$ cat src/rtl/xidoo_input_cond_if.sv
// Raw switch/button inputs and conditioned outputs between the board front-end and the core.
interface xidoo_input_cond_if;
  logic [7:0] SW_RAW;
  logic       BTN_RAW;
  logic [7:0] SWT;
  logic       Enter;
  logic       ENTER_PULSE;

  modport master (output SW_RAW, BTN_RAW, input SWT, Enter, ENTER_PULSE);
  modport slave  (input SW_RAW, BTN_RAW, output SWT, Enter, ENTER_PULSE);
endinterface

$ cat src/rtl/xidoo_input_cond.sv
// Synchronises and debounces the switch bank and Enter button feeding the core.
// SWT is frozen while the button FSM is busy so the core reads a coherent byte on Enter.
module xidoo_input_cond #(
  parameter int unsigned DEB_CYCLES = 50000
) (
  input logic                  CLK,
  input logic                  RST,
  xidoo_input_cond_if.slave    bus
);

  localparam int unsigned CNT_W = 16;
  localparam logic [CNT_W-1:0] CNT_MAX = CNT_W'(DEB_CYCLES - 1);

  typedef enum logic [1:0] {
    IDLE,
    PRESS_WAIT,
    PRESSED,
    RELEASE_WAIT
  } state_e;

  state_e           state_q, state_d;
  logic [7:0]       sw_meta_q, sw_meta_d;
  logic [7:0]       sw_sync_q, sw_sync_d;
  logic             btn_meta_q, btn_meta_d;
  logic             btn_sync_q, btn_sync_d;
  logic [7:0]       sw_cand_q, sw_cand_d;
  logic [CNT_W-1:0] sw_cnt_q, sw_cnt_d;
  logic [7:0]       swt_q, swt_d;
  logic [CNT_W-1:0] btn_cnt_q, btn_cnt_d;
  logic             enter_q, enter_d;
  logic             pulse_q, pulse_d;

  // Two-flop synchronisers on all nine raw bits
  always_comb begin
    sw_meta_d  = bus.SW_RAW;
    sw_sync_d  = sw_meta_q;
    btn_meta_d = bus.BTN_RAW;
    btn_sync_d = btn_meta_q;
  end

  // Switch candidate tracking; publish only when qualified and the button FSM is idle
  always_comb begin
    sw_cand_d = sw_cand_q;
    sw_cnt_d  = sw_cnt_q;
    swt_d     = swt_q;
    if (sw_sync_q != sw_cand_q) begin
      sw_cand_d = sw_sync_q;
      sw_cnt_d  = '0;
    end else begin
      if (sw_cnt_q != CNT_MAX) begin
        sw_cnt_d = sw_cnt_q + CNT_W'(1);
      end
      if ((sw_cnt_q == CNT_MAX) && (state_q == IDLE)) begin
        swt_d = sw_cand_q;
      end
    end
  end

  // Button debounce FSM
  always_comb begin
    state_d   = state_q;
    btn_cnt_d = btn_cnt_q;
    enter_d   = enter_q;
    pulse_d   = 1'b0;
    unique case (state_q)
      IDLE: begin
        if (btn_sync_q) begin
          state_d   = PRESS_WAIT;
          btn_cnt_d = '0;
        end
      end
      PRESS_WAIT: begin
        if (!btn_sync_q) begin
          state_d = IDLE;
        end else if (btn_cnt_q == CNT_MAX) begin
          state_d = PRESSED;
          enter_d = 1'b1;
          pulse_d = 1'b1;
        end else begin
          btn_cnt_d = btn_cnt_q + CNT_W'(1);
        end
      end
      PRESSED: begin
        if (!btn_sync_q) begin
          state_d   = RELEASE_WAIT;
          btn_cnt_d = '0;
        end
      end
      RELEASE_WAIT: begin
        if (btn_sync_q) begin
          state_d = PRESSED;
        end else if (btn_cnt_q == CNT_MAX) begin
          state_d = IDLE;
          enter_d = 1'b0;
        end else begin
          btn_cnt_d = btn_cnt_q + CNT_W'(1);
        end
      end
      default: state_d = IDLE;
    endcase
  end

  always_ff @(posedge CLK or negedge RST) begin
    if (!RST) begin
      state_q    <= IDLE;
      sw_meta_q  <= '0;
      sw_sync_q  <= '0;
      btn_meta_q <= 1'b0;
      btn_sync_q <= 1'b0;
      sw_cand_q  <= '0;
      sw_cnt_q   <= '0;
      swt_q      <= '0;
      btn_cnt_q  <= '0;
      enter_q    <= 1'b0;
      pulse_q    <= 1'b0;
    end else begin
      state_q    <= state_d;
      sw_meta_q  <= sw_meta_d;
      sw_sync_q  <= sw_sync_d;
      btn_meta_q <= btn_meta_d;
      btn_sync_q <= btn_sync_d;
      sw_cand_q  <= sw_cand_d;
      sw_cnt_q   <= sw_cnt_d;
      swt_q      <= swt_d;
      btn_cnt_q  <= btn_cnt_d;
      enter_q    <= enter_d;
      pulse_q    <= pulse_d;
    end
  end

  assign bus.SWT         = swt_q;
  assign bus.Enter       = enter_q;
  assign bus.ENTER_PULSE = pulse_q;

endmodule

$ cat src/flat_wrapper.sv
// flat-port wrapper written by rule: the top's interface ports become plain ports
module xidoo_input_cond_flat 
#(
  parameter int unsigned DEB_CYCLES = 50000
)
  (CLK, RST, bus_SW_RAW, bus_BTN_RAW, bus_SWT, bus_Enter, bus_ENTER_PULSE);
  xidoo_input_cond_if bus_i ();
  input logic CLK;
  input logic RST;
  input wire logic [$bits(bus_i.SW_RAW)-1:0] bus_SW_RAW;
  input wire logic [$bits(bus_i.BTN_RAW)-1:0] bus_BTN_RAW;
  output wire logic [$bits(bus_i.SWT)-1:0] bus_SWT;
  output wire logic [$bits(bus_i.Enter)-1:0] bus_Enter;
  output wire logic [$bits(bus_i.ENTER_PULSE)-1:0] bus_ENTER_PULSE;
  assign bus_i.SW_RAW = bus_SW_RAW;
  assign bus_i.BTN_RAW = bus_BTN_RAW;
  assign bus_SWT = bus_i.SWT;
  assign bus_Enter = bus_i.Enter;
  assign bus_ENTER_PULSE = bus_i.ENTER_PULSE;
  xidoo_input_cond #(.DEB_CYCLES(DEB_CYCLES)) u_core (.CLK(CLK), .RST(RST), .bus(bus_i));
endmodule
$ cat config.mk
export PLATFORM = sky130hd
export DESIGN_NAME = xidoo_input_cond_flat
export DESIGN_NICKNAME = d
export VERILOG_FILES = /design/src/rtl/xidoo_input_cond_if.sv /design/src/rtl/xidoo_input_cond.sv /design/src/flat_wrapper.sv
export SDC_FILE = /design/constraint.sdc
export NUM_CORES = 1
export LEC_CHECK = 0
export BUFFER_PORTS_ARGS = -buffer_cell sky130_fd_sc_hd__buf_2
export CAP_MARGIN = 25
export CORE_UTILIZATION = 45
export CTS_CLUSTER_DIAMETER = 50
export CTS_CLUSTER_SIZE = 30
export DETAILED_ROUTE_END_ITERATION = 10
export GPL_ROUTABILITY_DRIVEN = 0
export GPL_TIMING_DRIVEN = 0
export PLACE_DENSITY_LB_ADDON = 0.25
export SETUP_SLACK_MARGIN = 0.2
export SLEW_MARGIN = 0
export SYNTH_ARGS = -nofsm -noshare
export SYNTH_HDL_FRONTEND = slang
export SYNTH_SLANG_ARGS = --single-unit
$ cat constraint.sdc
create_clock -name CLK -period 3.51 [get_ports CLK]
set_input_delay 0.5265 -clock CLK [delete_from_list [all_inputs] [get_ports CLK]]
set_output_delay 0.5265 -clock CLK [all_outputs]
set_load 0.01 [all_outputs]
==> results.toml <==
[clock_tree]
path_clk_slew_ns = 0.08
htreeDepth = 3
root_buffer = "clkbuf_8"
holdBufCountCts = 0
cts_sinks = 70
cts_tree = "yes"
cts_buffers = 9
clk_latency_ns = 0.35
cts_resized = 0
cts_buffer_depth = 2
post_cts_buffers = 0

[detailed_routing]
via_per_inst = 5.543
drtPass1Iterations = 7
drc_errors = 4
totalWireLength_um = 5570
antenna_left = 0
num_vias = 2134
drt_iter0_drc = 128
wire_per_inst_um = 14.47

[setup_path]
timing.rr.start = "u_core.sw_cnt_q[10]"
r2r_setup_slack_ns = 1.24
crit_chain = "or4_1 > nor4_1 > nand4_1 > mux2_2"
critPathBufInv = 0
cp.depth = 4
cp-start-kind = "flip-flop"
crit_fanout = 8
crit_arrival_ns = 2.51
cp_slowest_cell = "or4_1"
cp-startpoint = "u_core.sw_cnt_q[10]"
critPathMaxStageDelay_ns = 0.54
end_kind = "flip-flop"
cp.required_ns = 3.74
endpoint = "u_core.bus.SWT[3]"
rr_worst_depth = 4
crit_family = "simple AND/OR/NAND/NOR gates"
regToRegEndpoint = "u_core.bus.SWT[3]"
critPathKind = "flip-flop to flip-flop"

[power_and_ir_drop]
combPwrFrac = 0.050
sw_frac_of_total = 0.2245
power_frac_clock = 0.455
power.switching_mw = 0.3887
internal-power_mw = 1.343
power.leakage_nw = 1.558
vdd_drop_max_v = 0.0003313
power_frac_seq = 0.495
power.density_mw_per_mm2 = 494.0

[synth]
ys_seq_area_frac = 0.5724
ys.flop_type = "dfrtp_1"
async_flop_share = 1.000
synth-compound-area-share = 0.07850
synth_xor_area_frac = 0.05724
synthSimpleGateAreaFrac = 0.1934
netlist_area_mm2 = 0.003060
synth_edf_count = 0
syn_inst = 272
synth_top_family_by_area = "simple AND/OR/NAND/NOR gates"
synthMuxAreaShare = 0.06051
synth_nets = 285
syn_area_per_cell_um2 = 11.25
synth-adder-area-share = 0.008177
synth_cell_types = 43
ys_ff_latch = 70
synth_warnings = 0

[grt]
met1_usage = 0.2279
grt_pass1_wl_um = 9722
grt_max_degree = 71
use_met2 = 0.2757
track_usage = 0.1787
antenna_found_initial = 0
grt_pass1_vias = 2122
top_usage_layer = "met2"
met3_usage = 0.06883
overflow = 0

[hold_path]
hold_class = "input port to async pin"

[floorplan]
rows = 29
die_area_mm2 = 0.007134
die_y_um = 84.47
die_x_um = 84.47
pin_count = 21
coreArea_mm2 = 0.006459
start_util = 0.4738

[final_layout]
drive_above_1_share = 0.1688
final_nets = 316
area_delta_synth_final_pct = 14.51
antennaDiodeCount = 0
mostFrequentLayoutCells = "70 x dfrtp_1, 23 x nor2_1, 20 x buf_2, 19 x xor2_1, 16 x clkbuf_1"
final_common_cell = "dfrtp_1"

[sta]
worst_slack_ns = 1.235
drv_slew = 0
period_minus_slack_ns = 2.275
finalSetupViolations = 0
min_period_over_period = 0.6481
relSlewSlack = 0.3996
max_freq_mhz = 439.6
rsz0062_at_grt = "false"
fin_skew_ns = 0.01068
tns_ns = 0
tightest_slew_ns = 0.8924
hold_viol_final = 0

[outcome]
violations = "design-rule violations"
status = "complete, but fails checks"

[placed_design]
dp_slack_ns = 1.189
portBuffers = 20
dpl.hpwl_um = 3754

[flow_run]
cap_violations = 0
-- layer usage --
| metal | vias up | share of wire |
|---|---|---|
| li1 | 1041 | - |
| met1 | 1058 | 0.48 |
| met2 | 28 | 0.47 |
| met3 | 7 | 0.037 |
| met4 | 0 | 0.015 |
| met5 | - | 0 |
-- cell families (layout without fill, tap and decap cells) --
kind of cell	after synthesis	count (layout)
compound gates	35	35
xor+xnor	20	20
fa+ha+maj	2	2
buf+inv	24	60
flops	70	70
mux	17	17
simple gates	104	104
-- per-stage QoR --
| step | util | hold WS, ns | area [um2] | cells | total power [mW] |
|---|---|---|---|---|---|
| after floorplan | - | 0.2309 | 3060 | 272 | 0.9221 |
| after global placement | 0.5043 | 0.3318 | 3257 | 369 | 0.9570 |
| after detailed placement | 0.5046 | 0.3370 | 3259 | 369 | 0.9623 |
| after CTS | 0.5426 | 0.2608 | 3505 | 385 | 1.760 |
| after global routing | 0.5426 | 0.2567 | 3505 | 385 | 1.803 |
| final | 0.5426 | 0.2700 | 3505 | 385 | 1.731 |
-- worst min-delay path by stage --
| stage | endpoint | slack (ns) |
|---|---|---|
| 5_1_grt | u_core.sw_meta_q[1] | 0.26 |
| 6_report | u_core.sw_sync_q[7] | 0.27 |
| 2_1_floorplan | async pin | 0.23 |
| 3_3_place_gp | u_core.sw_sync_q[1] | 0.33 |
| 3_5_place_dp | u_core.sw_sync_q[0] | 0.34 |
| 4_1_cts | u_core.sw_meta_q[1] | 0.26 |
-- flip-flops by register name, summed over array words and instances (netlist names), 8 cells and up, named ones only --
signal and flops:
u_core.bus.SWT 8, u_core.sw_cand_q 8, u_core.btn_cnt_q 16, u_core.sw_sync_q 8
u_core.sw_meta_q 8, u_core.sw_cnt_q 16
-- cells in the mapped netlist (all sizes together) (5+ instances only) --
cell	number	share of area
clkbuf	16	0.020
nand2	14	0.017
or3	8	0.018
nor2	23	0.028
mux2	9	0.034
nor4	11	0.025
xor2	19	0.054
and3	5	0.010
inv	7	0.0086
mux2i	8	0.026
and4	6	0.017
dfrtp	70	0.57
o21ai	9	0.018
nand3	12	0.020
a21oi	8	0.013
nand4	9	0.018
-- power by group through the flow --
stage               Combinational, mW  Clock, mW  Sequential (mW)
finish                         0.0862      0.787            0.858
detailed placement             0.0888          0            0.874
global placement               0.0855          0            0.871
CTS                            0.0892      0.814            0.857
floorplan                      0.0539          0            0.868
global route                   0.0992      0.842            0.861
-- area by class of cell --
type | count | area (um2)
buffer | 17 | 65.06
clock buffer | 9 | 123.9
clock inverter | 7 | 121.4
fill | 573 | 2954
inverter | 7 | 26.28
multi-input combinational | 178 | 1217
sequential | 70 | 1752
tap | 77 | 96.34
timing repair buffer | 20 | 102.6
Note: power is estimated with default switching activity, not from simulation.
